## config.mk

```make
export PLATFORM = sky130hd
export DESIGN_NAME = mem_arbiter
export DESIGN_NICKNAME = d
export VERILOG_FILES = /design/src/rtl/mem_arbiter.sv
export SDC_FILE = /design/constraint.sdc
export NUM_CORES = 1
export LEC_CHECK = 0
export CORE_MARGIN = 2
export CORE_UTILIZATION = 31
export DETAILED_ROUTE_END_ITERATION = 16
export GPL_TIMING_DRIVEN = 1
export SLEW_MARGIN = 0
export SYNTH_ARGS = -nofsm -noshare
export SYNTH_HDL_FRONTEND = slang
export SYNTH_SLANG_ARGS = --single-unit
export TNS_END_PERCENT = 10
```

## constraint.sdc

```tcl
create_clock -name clk -period 2.6 [get_ports clk]
set_input_delay 0.52 -clock clk [delete_from_list [all_inputs] [get_ports clk]]
set_output_delay 0.52 -clock clk [all_outputs]
set_load 0.02 [all_outputs]
```

## src/rtl/mem_arbiter.sv

```systemverilog
// mem_arbiter: shares one pipelined main-memory read port between I- and D-cache block fills.
// D-cache misses win ties; one 8-word fill is in flight at a time.
module mem_arbiter #(
  parameter int WORDS = 8
) (
  input  logic        clk,
  input  logic        rst,
  input  logic        i_miss,
  input  logic [15:0] i_addr,
  input  logic        d_miss,
  input  logic [15:0] d_addr,
  output logic        mem_en,
  output logic [15:0] mem_addr,
  input  logic        mem_valid,
  input  logic [15:0] mem_data,
  output logic        fill_we,
  output logic        fill_sel,
  output logic [2:0]  fill_word,
  output logic [15:0] fill_data,
  output logic        i_done,
  output logic        d_done,
  output logic        busy
);
  localparam logic [2:0] LAST = 3'(WORDS - 1);
  typedef enum logic [1:0] {IDLE, FILL, DONE} state_t;
  state_t      state_q, state_d;
  logic        sel_q, sel_d, mem_en_q, mem_en_d;
  logic        i_done_q, i_done_d, d_done_q, d_done_d, busy_q;
  logic [15:0] base_q, base_d, mem_addr_q, mem_addr_d;
  logic [2:0]  iss_q, iss_d, rcv_q, rcv_d;
  always_comb begin
    state_d    = state_q;
    sel_d      = sel_q;
    base_d     = base_q;
    iss_d      = iss_q;
    rcv_d      = rcv_q;
    mem_en_d   = 1'b0;
    mem_addr_d = mem_addr_q;
    i_done_d   = 1'b0;
    d_done_d   = 1'b0;
    fill_we    = 1'b0;
    case (state_q)
      IDLE: begin
        iss_d = 3'd0;
        rcv_d = 3'd0;
        if (d_miss || i_miss) begin
          state_d    = FILL;
          sel_d      = d_miss;
          base_d     = (d_miss ? d_addr : i_addr) & 16'hFFF0;
          mem_en_d   = 1'b1;
          mem_addr_d = base_d;
        end
      end
      FILL: begin
        fill_we = mem_valid;
        // Issue runs ahead of receive; the two counters never interact.
        if (mem_en_q && iss_q != LAST) begin
          mem_en_d   = 1'b1;
          iss_d      = iss_q + 3'd1;
          mem_addr_d = base_q | {12'h000, iss_d, 1'b0};
        end
        if (mem_valid) begin
          rcv_d = rcv_q + 3'd1;
          if (rcv_q == LAST) begin
            state_d  = DONE;
            i_done_d = !sel_q;
            d_done_d = sel_q;
          end
        end
      end
      default: state_d = IDLE;
    endcase
  end
  always_ff @(posedge clk or posedge rst) begin
    if (rst) begin
      state_q    <= IDLE;
      sel_q      <= 1'b0;
      base_q     <= 16'h0000;
      iss_q      <= 3'd0;
      rcv_q      <= 3'd0;
      mem_en_q   <= 1'b0;
      mem_addr_q <= 16'h0000;
      i_done_q   <= 1'b0;
      d_done_q   <= 1'b0;
      busy_q     <= 1'b0;
    end else begin
      state_q    <= state_d;
      sel_q      <= sel_d;
      base_q     <= base_d;
      iss_q      <= iss_d;
      rcv_q      <= rcv_d;
      mem_en_q   <= mem_en_d;
      mem_addr_q <= mem_addr_d;
      i_done_q   <= i_done_d;
      d_done_q   <= d_done_d;
      busy_q     <= state_d != IDLE;
    end
  end
  assign mem_en    = mem_en_q;
  assign mem_addr  = mem_addr_q;
  assign fill_sel  = sel_q;
  assign fill_word = rcv_q;
  assign fill_data = mem_data;
  assign i_done    = i_done_q;
  assign d_done    = d_done_q;
  assign busy      = busy_q;
endmodule

```

==> results of run 1 <==
## how the worst min path moves through the flow
stage	start	endpoint	slack, ps	cells after the start
after global routing	mem_addr[8]	mem_addr[8]	520	1
after CTS	mem_addr[1]	mem_addr[1]	490	1
after global placement	mem_addr[1]	mem_addr[1]	460	1
after floorplan	base_q[5]	base_q[5]	470	1
after detailed placement	mem_addr[1]	mem_addr[1]	470	1
final	mem_addr[1]	mem_addr[1]	480	1
## worst reg2reg max path: cells and delay by family (launching register included)
| kind | cells | cell delay (ps) |
|---|---|---|
| fa+ha+maj | 2 | 360 |
| buf+inv | 2 | 280 |
| mux | 1 | 330 |
| flops | 1 | 400 |
| compound gates | 1 | 400 |
| simple gates | 1 | 190 |
## layout make-up
cell class	instances	share of cell area, %
clock buffer	8	3.40
inverter	6	0.850
multi-input combinational	82	32.2
sequential	40	37.8
tap	77	3.64
timing repair buffer	59	22.1
## cell usage after synthesis, types with 2 or more instances
| cell | count |
|---|---|
| nor2_1 | 4 |
| buf_6 | 4 |
| nor3_1 | 2 |
| dfrtp_1 | 40 |
| ha_1 | 4 |
| a21oi_1 | 2 |
| a21o_1 | 2 |
| mux2_2 | 27 |
| inv_1 | 5 |
| mux2_4 | 18 |
| o2bb2ai_1 | 2 |
| nand2b_1 | 3 |
| a22o_1 | 4 |
| buf_4 | 17 |
| nand2_1 | 2 |
| mux2_1 | 4 |
## routing by layer
metal  vias to the layer above  track usage [%]  wire length (microns)
met2                        33             18.1                   1890
met5                         -                0                      0
met1                       603             14.8                   1720
met4                         0             4.33                     51
met3                         7             3.27                    182
li1                        591                -                      -
## state kept, by name, summed over array words and instances (netlist names)
register and cells:
mem_addr 15, base_q 12, fill_word 3, iss_q 3, state_q 2, busy 1
d_done 1, fill_sel 1, i_done 1, mem_en 1
## power groups by stage
stage	clock network, mW	registers, mW	logic [mW]
after floorplan	0	1.27	1.07
after global placement	0	1.10	1.74
after detailed placement	0	1.11	1.77
after CTS	0.440	1.10	1.78
after global routing	0.470	1.13	1.91
final	0.420	1.09	1.75
## stage by stage
step                cell area [sq um]  worst slack, ps  power [mW]  utilization [%]
floorplan                        2080              640        2.33                -
global placement                 2560              202        2.83             39.9
detailed placement               2560              219        2.87             39.9
CTS                              2650              216        3.32             41.3
global route                     2650              195        3.51             41.3
finish                           2650              227        3.26             41.3
## cells in the final DEF (no fill, tap or decap)
master and instances:
nand2b_1 3, nor2_1 4, a21oi_1 2, mux2_4 18, a22o_2 1, or2_2 1
clkbuf_8 6, clkbuf_1 2, nor2b_1 1, conb_1 1, a21o_1 2, a211o_1 1
ha_1 4, nor3_1 2, inv_1 4, o2bb2ai_1 2, inv_2 1, buf_4 6
dfrtp_1 40, and2_1 1, mux2_2 27, clkdlybuf4s50_1 52, clkinv_1 1, mux2_1 4
buf_12 1, o21a_1 1, a22o_1 4, nand2_1 2, o21bai_1 1
## logic make-up after synthesis
logic type | after synthesis | synth area share, %
flops | 40 | 48.2
buf+inv | 29 | 10.6
compound gates | 14 | 5.36
other cells | 1 | 0.181
mux | 49 | 29.8
simple gates | 14 | 3.38
fa+ha+maj | 4 | 2.41
==> results_dict.tcl, run 1 <==
set metrics [dict create \
    cp-end-kind "output port" \
    layout.area.seq_sq_um 1000 \
    cp.arrival_ps 1850 \
    cts_buffers 5 \
    r2r_end "mem_addr[7]" \
    core_area_sq_um 6420 \
    path_class "primary input to output port" \
    hp-class "flip-flop to flip-flop" \
    p_comb_share_pct 53.7 \
    clock-sinks 40 \
    setup_tns_ps 0 \
    pwr_density_cell_nw_per_um2 1230 \
    grt_max_degree 41 \
    cp_common_cell "clkdlybuf4s50_1" \
    skew_ps 5.03 \
    hold_viol 0 \
    clockBufferDepth 2 \
    syn_inst 151 \
    syn_to_final_growth_pct 27.7 \
    synth.distinct_cells 27 \
    cp_slowest_stage_delay_ps 630 \
    postSynthAreaPerCell_sq_um 13.7 \
    first_pass_iters 12 \
    tritoncts "yes" \
    crit_buf_inv 3 \
    holdWs_ps 485 \
    die_w_microns 85.8 \
    maxClockFrequency_mhz 421 \
    ys_warn_count 0 \
    routed_via_density 4.54 \
    wl_microns 3840 \
    worst_slew_pin_slew_ps 520 \
    violations "design-rule violations" \
    diodes 0 \
    r2r_slack_ps 520 \
    post-dp-hpwl_microns 2690 \
    reg2reg_depth 7 \
    p_int_mw 2.16 \
    syn_area_sq_um 2080 \
    r2r_start "iss_q[0]" \
    row_count 29 \
    multi_input_comb_area_sq_um 855 \
    cp_top_family "buffers and inverters" \
    crit_start "mem_valid" \
    synth_seq_cells 40 \
    crit_slowest_cell "clkdlybuf4s50_1" \
    routabilityCongestion 0.684 \
    wire_per_inst_microns 14.1 \
    drv_cap 0 \
    crit_cells 4 \
    maxSlewHeadroom_pct 65.3 \
    cts-root-buf "clkbuf_8" \
    dr_total_vias 1234 \
    synth-async-reset-ratio_pct 100 \
    grt_remaining_overflow 0 \
    io_pins 94 \
    clk_latency_ps 290 \
    startpoint_type "primary input" \
    synth_edf_count 0 \
    p_sw_mw 1.10 \
    synth_top_area_share_pct 48.2 \
    port_buffers 52 \
    fin_crit_sh_pct 91.3 \
    grt_pass1_vias 1297 \
    report.final.slew_viol_count 0 \
    antenna_found_initial 0 \
    fillers 621 \
    peakVddDrop_v 0.000415 \
    drive_above_1_share_pct 31.3 \
    outcome "finished, violations left" \
    fin_crit_ps 2370 \
    postCtsHoldBufs 0 \
    ys.flop_type "dfrtp_1" \
    htree_levels 2 \
    rsz0062_at_grt "false" \
    die_y_microns 85.8 \
    track_usage_pct 11.4 \
    leakagePower_nw 1.18 \
    fin_cells 272 \
    synth_nets 208 \
    die_area_sq_um 7370 \
    postCtsSetupRepairBufs 0 \
    ant_nets 0 \
    p_clk_share_pct 12.9 \
    cts.reportedPaths.clkPinSlew_ps 70 \
    post_cts_resized 0 \
    seq_area_frac_synth_pct 48.2 \
    drtIter0Drc 44 \
    path_cells "clkdlybuf4s50_1 -> inv_1 -> nor2_1 -> clkdlybuf4s50_1" \
    drc_errors 4 \
    initial_core_util_pct 32.3 \
    setup_viol 0 \
    nNetsFinal 251 \
    yosys.area.top_type "dfrtp_1" \
    synthTopCellsByArea "dfrtp_1 48%, mux2_2 15%, mux2_4 13%" \
    cp_data_required_time_ps 2080 \
    p_seq_share_pct 33.4 \
    critPathMaxFanout 3 \
    crit_path_end "fill_we" \
    placedCellCount 264 \
    swShare_pct 33.7 \
    grt_pass1_wl_microns 6440 \
]
(Power assumes the default switching activity.)
==> inputs of run 2 (changes only) <==
--- a/config.mk
+++ b/config.mk
@@ -7,9 +7,10 @@
 export LEC_CHECK = 0
 export CORE_MARGIN = 2
 export CORE_UTILIZATION = 31
+export CTS_CLUSTER_DIAMETER = 50
 export DETAILED_ROUTE_END_ITERATION = 16
 export GPL_TIMING_DRIVEN = 1
-export SLEW_MARGIN = 0
+export SLEW_MARGIN = 40
 export SYNTH_ARGS = -nofsm -noshare
 export SYNTH_HDL_FRONTEND = slang
 export SYNTH_SLANG_ARGS = --single-unit
==> constraint.sdc (replaced) <==
create_clock -name clk -period 3.05 [get_ports clk]
set_input_delay 0.61 -clock clk [delete_from_list [all_inputs] [get_ports clk]]
set_output_delay 0.61 -clock clk [all_outputs]
set_load 0.02 [all_outputs]
==> results_dict.tcl, run 2 (synthesis results as in run 1) <==
set metrics [dict create \
    outcome "finished, violations left" \
    preCtsSetupSlack_ps 388 \
    cts-root-buf "clkbuf_8" \
    holdWs_ps 494 \
    peakVddDrop_v 0.000372 \
    drv_cap 0 \
    crit_slowest_cell "clkdlybuf4s50_1" \
    fin_util_pct 41.0 \
    tritoncts "yes" \
    setup_tns_ps 0 \
    diodes 0 \
    p_total_mw 2.74 \
    placed_area_sq_um 2540 \
    largest_reg_flops 15 \
    cts_buffers 5 \
    placedCellCount 263 \
    skew_ps 5.28 \
    cts.reportedPaths.clkPinSlew_ps 80 \
    startpoint_type "primary input" \
    cp_common_cell "clkdlybuf4s50_1" \
    wl_microns 3730 \
    fin_cells 271 \
    initial_core_util_pct 32.3 \
    syn_to_final_growth_pct 26.8 \
    grt_use_met2_pct 16.4 \
    routed_via_density 4.46 \
    grt_max_degree 22 \
    wire_per_inst_microns 13.7 \
    fin_crit_ps 2670 \
    violations "design-rule violations" \
    final_cell_mix "52 x clkdlybuf4s50_1, 40 x dfrtp_1, 27 x mux2_2" \
    cp.arrival_ps 2060 \
    grt_remaining_overflow 0 \
    die_y_microns 85.8 \
    drc_errors 4 \
    clockBufferDepth 2 \
    grt_pass1_vias 1243 \
    postCtsHoldBufs 0 \
    drive_above_1_share_pct 32.5 \
    hp-class "flip-flop to flip-flop" \
    path_class "primary input to output port" \
    critPathMaxFanout 4 \
    maxClockFrequency_mhz 375 \
    antenna_found_initial 0 \
    setup_ws_ps 384 \
    row_count 29 \
    clock-sinks 40 \
    report.final.slew_viol_count 0 \
    nNetsFinal 250 \
    post_cts_resized 0 \
    met3_usage_pct 2.89 \
    pwr_density_cell_nw_per_um2 1040 \
    port_buffers 52 \
    hold_viol 0 \
    rsz0062_at_grt "false" \
    design_area_sq_um 2630 \
    top_usage_layer "met2" \
    fillers 611 \
    setup_viol 0 \
    dr_total_vias 1208 \
    io_pins 94 \
    die_area_sq_um 7370 \
    die_w_microns 85.8 \
    fin_crit_sh_pct 87.4 \
    clk_latency_ps 290 \
    post-dp-hpwl_microns 2720 \
    leakagePower_nw 1.18 \
    postCtsSetupRepairBufs 0 \
    routabilityCongestion 0.748 \
    core_area_sq_um 6420 \
    path_cells "clkdlybuf4s50_1 -> inv_1 -> nor2_1 -> clkdlybuf4s50_1" \
    cp-end-kind "output port" \
    cp_data_required_time_ps 2440 \
    grtUsageMet1_pct 14.7 \
    track_usage_pct 11.0 \
    first_pass_iters 12 \
    ant_nets 0 \
    mostFrequentLayoutCell "clkdlybuf4s50_1" \
    cp_slowest_stage_delay_ps 650 \
    drtIter0Drc 43 \
    grt_pass1_wl_microns 6180 \
    htree_levels 2 \
]
run 2: cell types whose count changed in the layout (fill, tap and decap cells not counted), sizes merged:
| cell | previous run | this run |
|---|---|---|
| clkbuf | 8 | 6 |
| buf | 7 | 6 |
| clkinv | 1 | 2 |
| inv | 5 | 6 |
run 2: power by group:
part | leakage (nW) | switching [mW] | total (mW) | internal, mW
Sequential | 0.481 | 0.138 | 0.926 | 0.788
Combinational | 0.651 | 0.603 | 1.45 | 0.845
Clock | 0.0510 | 0.186 | 0.366 | 0.181
run 2: path summary, 6_finish.rpt:
| path | start | endpoint | slack, ps | depth (start not counted) |
|---|---|---|---|---|
| max | mem_valid | fill_we | 380 | 4 |
| min | mem_addr[1] | mem_addr[1] | 490 | 1 |
| max reg2reg | iss_q[0] | mem_addr[7] | 910 | 6 |
| min reg2reg | mem_addr[1] | mem_addr[1] | 490 | 1 |
| max in group asynchronous | rst | mem_addr[5] | 1780 | 3 |
| min in group asynchronous | rst | mem_addr[13] | 640 | 2 |
run 2: worst max-delay path, delay by kind of cell:
kind / cells / cell delay, ps
buf+inv: 3 / 1210
simple gates: 1 / 230
run 2: cell type report:
type                    count  area (sq um)  area share [%]
well taps                  77          96.3            3.66
repair buffers             58           566            21.5
flip-flops and latches     40          1000            38.0
clock inverters             2          10.0           0.380
clock buffers               6          82.6            3.14
multi-input cells          82           855            32.5
inverters                   6          22.5           0.856
run 2: per-layer routing:
layer  wire [microns]  up-vias
li1                 -      590
met1             1760      574
met2             1700       33
met3              197       11
met4               71        0
met5                0        -
==> inputs of run 3 (changes only) <==
--- a/config.mk
+++ b/config.mk
@@ -9,6 +9,7 @@
 export CORE_UTILIZATION = 31
 export CTS_CLUSTER_DIAMETER = 50
 export DETAILED_ROUTE_END_ITERATION = 16
+export DONT_BUFFER_PORTS = 1
 export GPL_TIMING_DRIVEN = 1
 export SLEW_MARGIN = 40
 export SYNTH_ARGS = -nofsm -noshare
==> results_dict.tcl, run 3 (synthesis results as in run 1) <==
set metrics [dict create \
    postCtsHoldBufs 0 \
    drive_above_1_share_pct 42.0 \
    leakagePower_nw 0.959 \
    routabilityCongestion 0.630 \
    largest_reg_flops 15 \
    r2r_slack_ps 840 \
    placed_area_sq_um 1990 \
    track_usage_pct 10.7 \
    cp-end-kind "flip-flop" \
    reg2reg_depth 6 \
    grt_pass1_vias 1201 \
    ant_nets 0 \
    critPathMaxFanout 13 \
    core_area_sq_um 6420 \
    grt_pass1_wl_microns 6120 \
    cp.arrival_ps 2380 \
    multi_input_comb_area_sq_um 855 \
    first_pass_iters 10 \
    maxSlewHeadroom_pct 53.6 \
    die_w_microns 85.8 \
    post_cts_resized 0 \
    hold_viol 0 \
    postCtsSetupRepairBufs 0 \
    wire_per_inst_microns 18.1 \
    die_y_microns 85.8 \
    dr_total_vias 1076 \
    mostFrequentLayoutCell "dfrtp_1" \
    holdWs_ps 223 \
    grt_max_degree 23 \
    initial_core_util_pct 32.3 \
    clock-sinks 40 \
    rsz0062_at_grt "false" \
    port_buffers 0 \
    antenna_found_initial 0 \
    report.final.slew_viol_count 0 \
    drc_errors 4 \
    cts_buffers 5 \
    final_cell_mix "40 x dfrtp_1, 27 x mux2_2, 18 x mux2_4" \
    startpoint_type "flip-flop" \
    grt_remaining_overflow 0 \
    tritoncts "yes" \
    path_class "flip-flop to flip-flop" \
    clockBufferDepth 2 \
    drtIter0Drc 36 \
    row_count 29 \
    peakVddDrop_v 0.000391 \
    hp-class "primary input to asynchronous set/reset pin" \
    layout.area.seq_sq_um 1000 \
    nNetsFinal 194 \
    post-dp-hpwl_microns 2830 \
    htree_levels 2 \
    cp_data_required_time_ps 3220 \
    syn_to_final_growth_pct 0.302 \
    r2r_start "iss_q[0]" \
    wl_microns 3890 \
    skew_ps 10.4 \
    r2r_end "mem_addr[7]" \
    outcome "finished, violations left" \
    worst_slew_pin_slew_ps 696 \
    die_area_sq_um 7370 \
    fin_crit_ps 2210 \
    diodes 0 \
    fillers 637 \
    drv_cap 0 \
    fin_crit_sh_pct 72.4 \
    clk_latency_ps 290 \
    pwr_density_cell_nw_per_um2 1180 \
    io_pins 94 \
    design_area_sq_um 2080 \
    setup_tns_ps 0 \
    maxClockFrequency_mhz 453 \
    cts.reportedPaths.clkPinSlew_ps 80 \
    violations "design-rule violations" \
    routed_via_density 5.00 \
    fin_util_pct 32.4 \
    setup_viol 0 \
    cts-root-buf "clkbuf_8" \
]
[run 3: cell types whose count changed in the layout (fill, tap and decap cells not counted), sizes merged]
cell,change
clkinv,+1
inv,-1
clkdlybuf4s50,-52
buf,-4
[run 3: critical path, cell delays in order (launching register included)]
cell      delay, ps
dfrtp_1         410
ha_1            210
ha_1            160
nand2b_1        190
a211o_1         380
inv_2           360
mux2_1          370
[run 3: worst max path at each step]
stage               cells after the start  slack [ps]      from     endpoint
finish                                  6         840  iss_q[0]  mem_addr[7]
global route                            6         760  iss_q[0]  mem_addr[7]
CTS                                     6         830  iss_q[0]  mem_addr[7]
detailed placement                      6         830  iss_q[0]  mem_addr[7]
global placement                        6         900  iss_q[0]  mem_addr[7]
floorplan                               7        1090  iss_q[0]  mem_addr[7]
[run 3: metrics by stage]
stage          power, mW  setup WS, ps  cells
2_1_floorplan       1.99          1090    151
3_3_place_gp        2.05           901    207
3_5_place_dp        2.13           834    207
4_1_cts             2.50           830    215
5_1_grt             2.62           755    215
6_report            2.47           842    215
[run 3: cell type report]
cell class	count	share of cell area, %
multi-input combinational	82	41.0
tap	77	4.63
inverter	6	1.08
sequential	40	48.1
clock buffer	6	3.97
clock inverter	2	0.481
timing repair buffer	2	0.721
[run 3: where the power goes]
group | switching [mW] | leakage, nW | internal [mW] | total, mW
combinational | 0.394 | 0.427 | 0.575 | 0.969
sequential | 0.343 | 0.481 | 0.786 | 1.13
clock | 0.186 | 0.0510 | 0.181 | 0.367
[run 3: routing by layer]
layer,routed length (microns),GRT usage (%)
met1,1590,11.5
met4,21,3.46
met2,2010,19.2
met5,0,0
met3,260,4.43
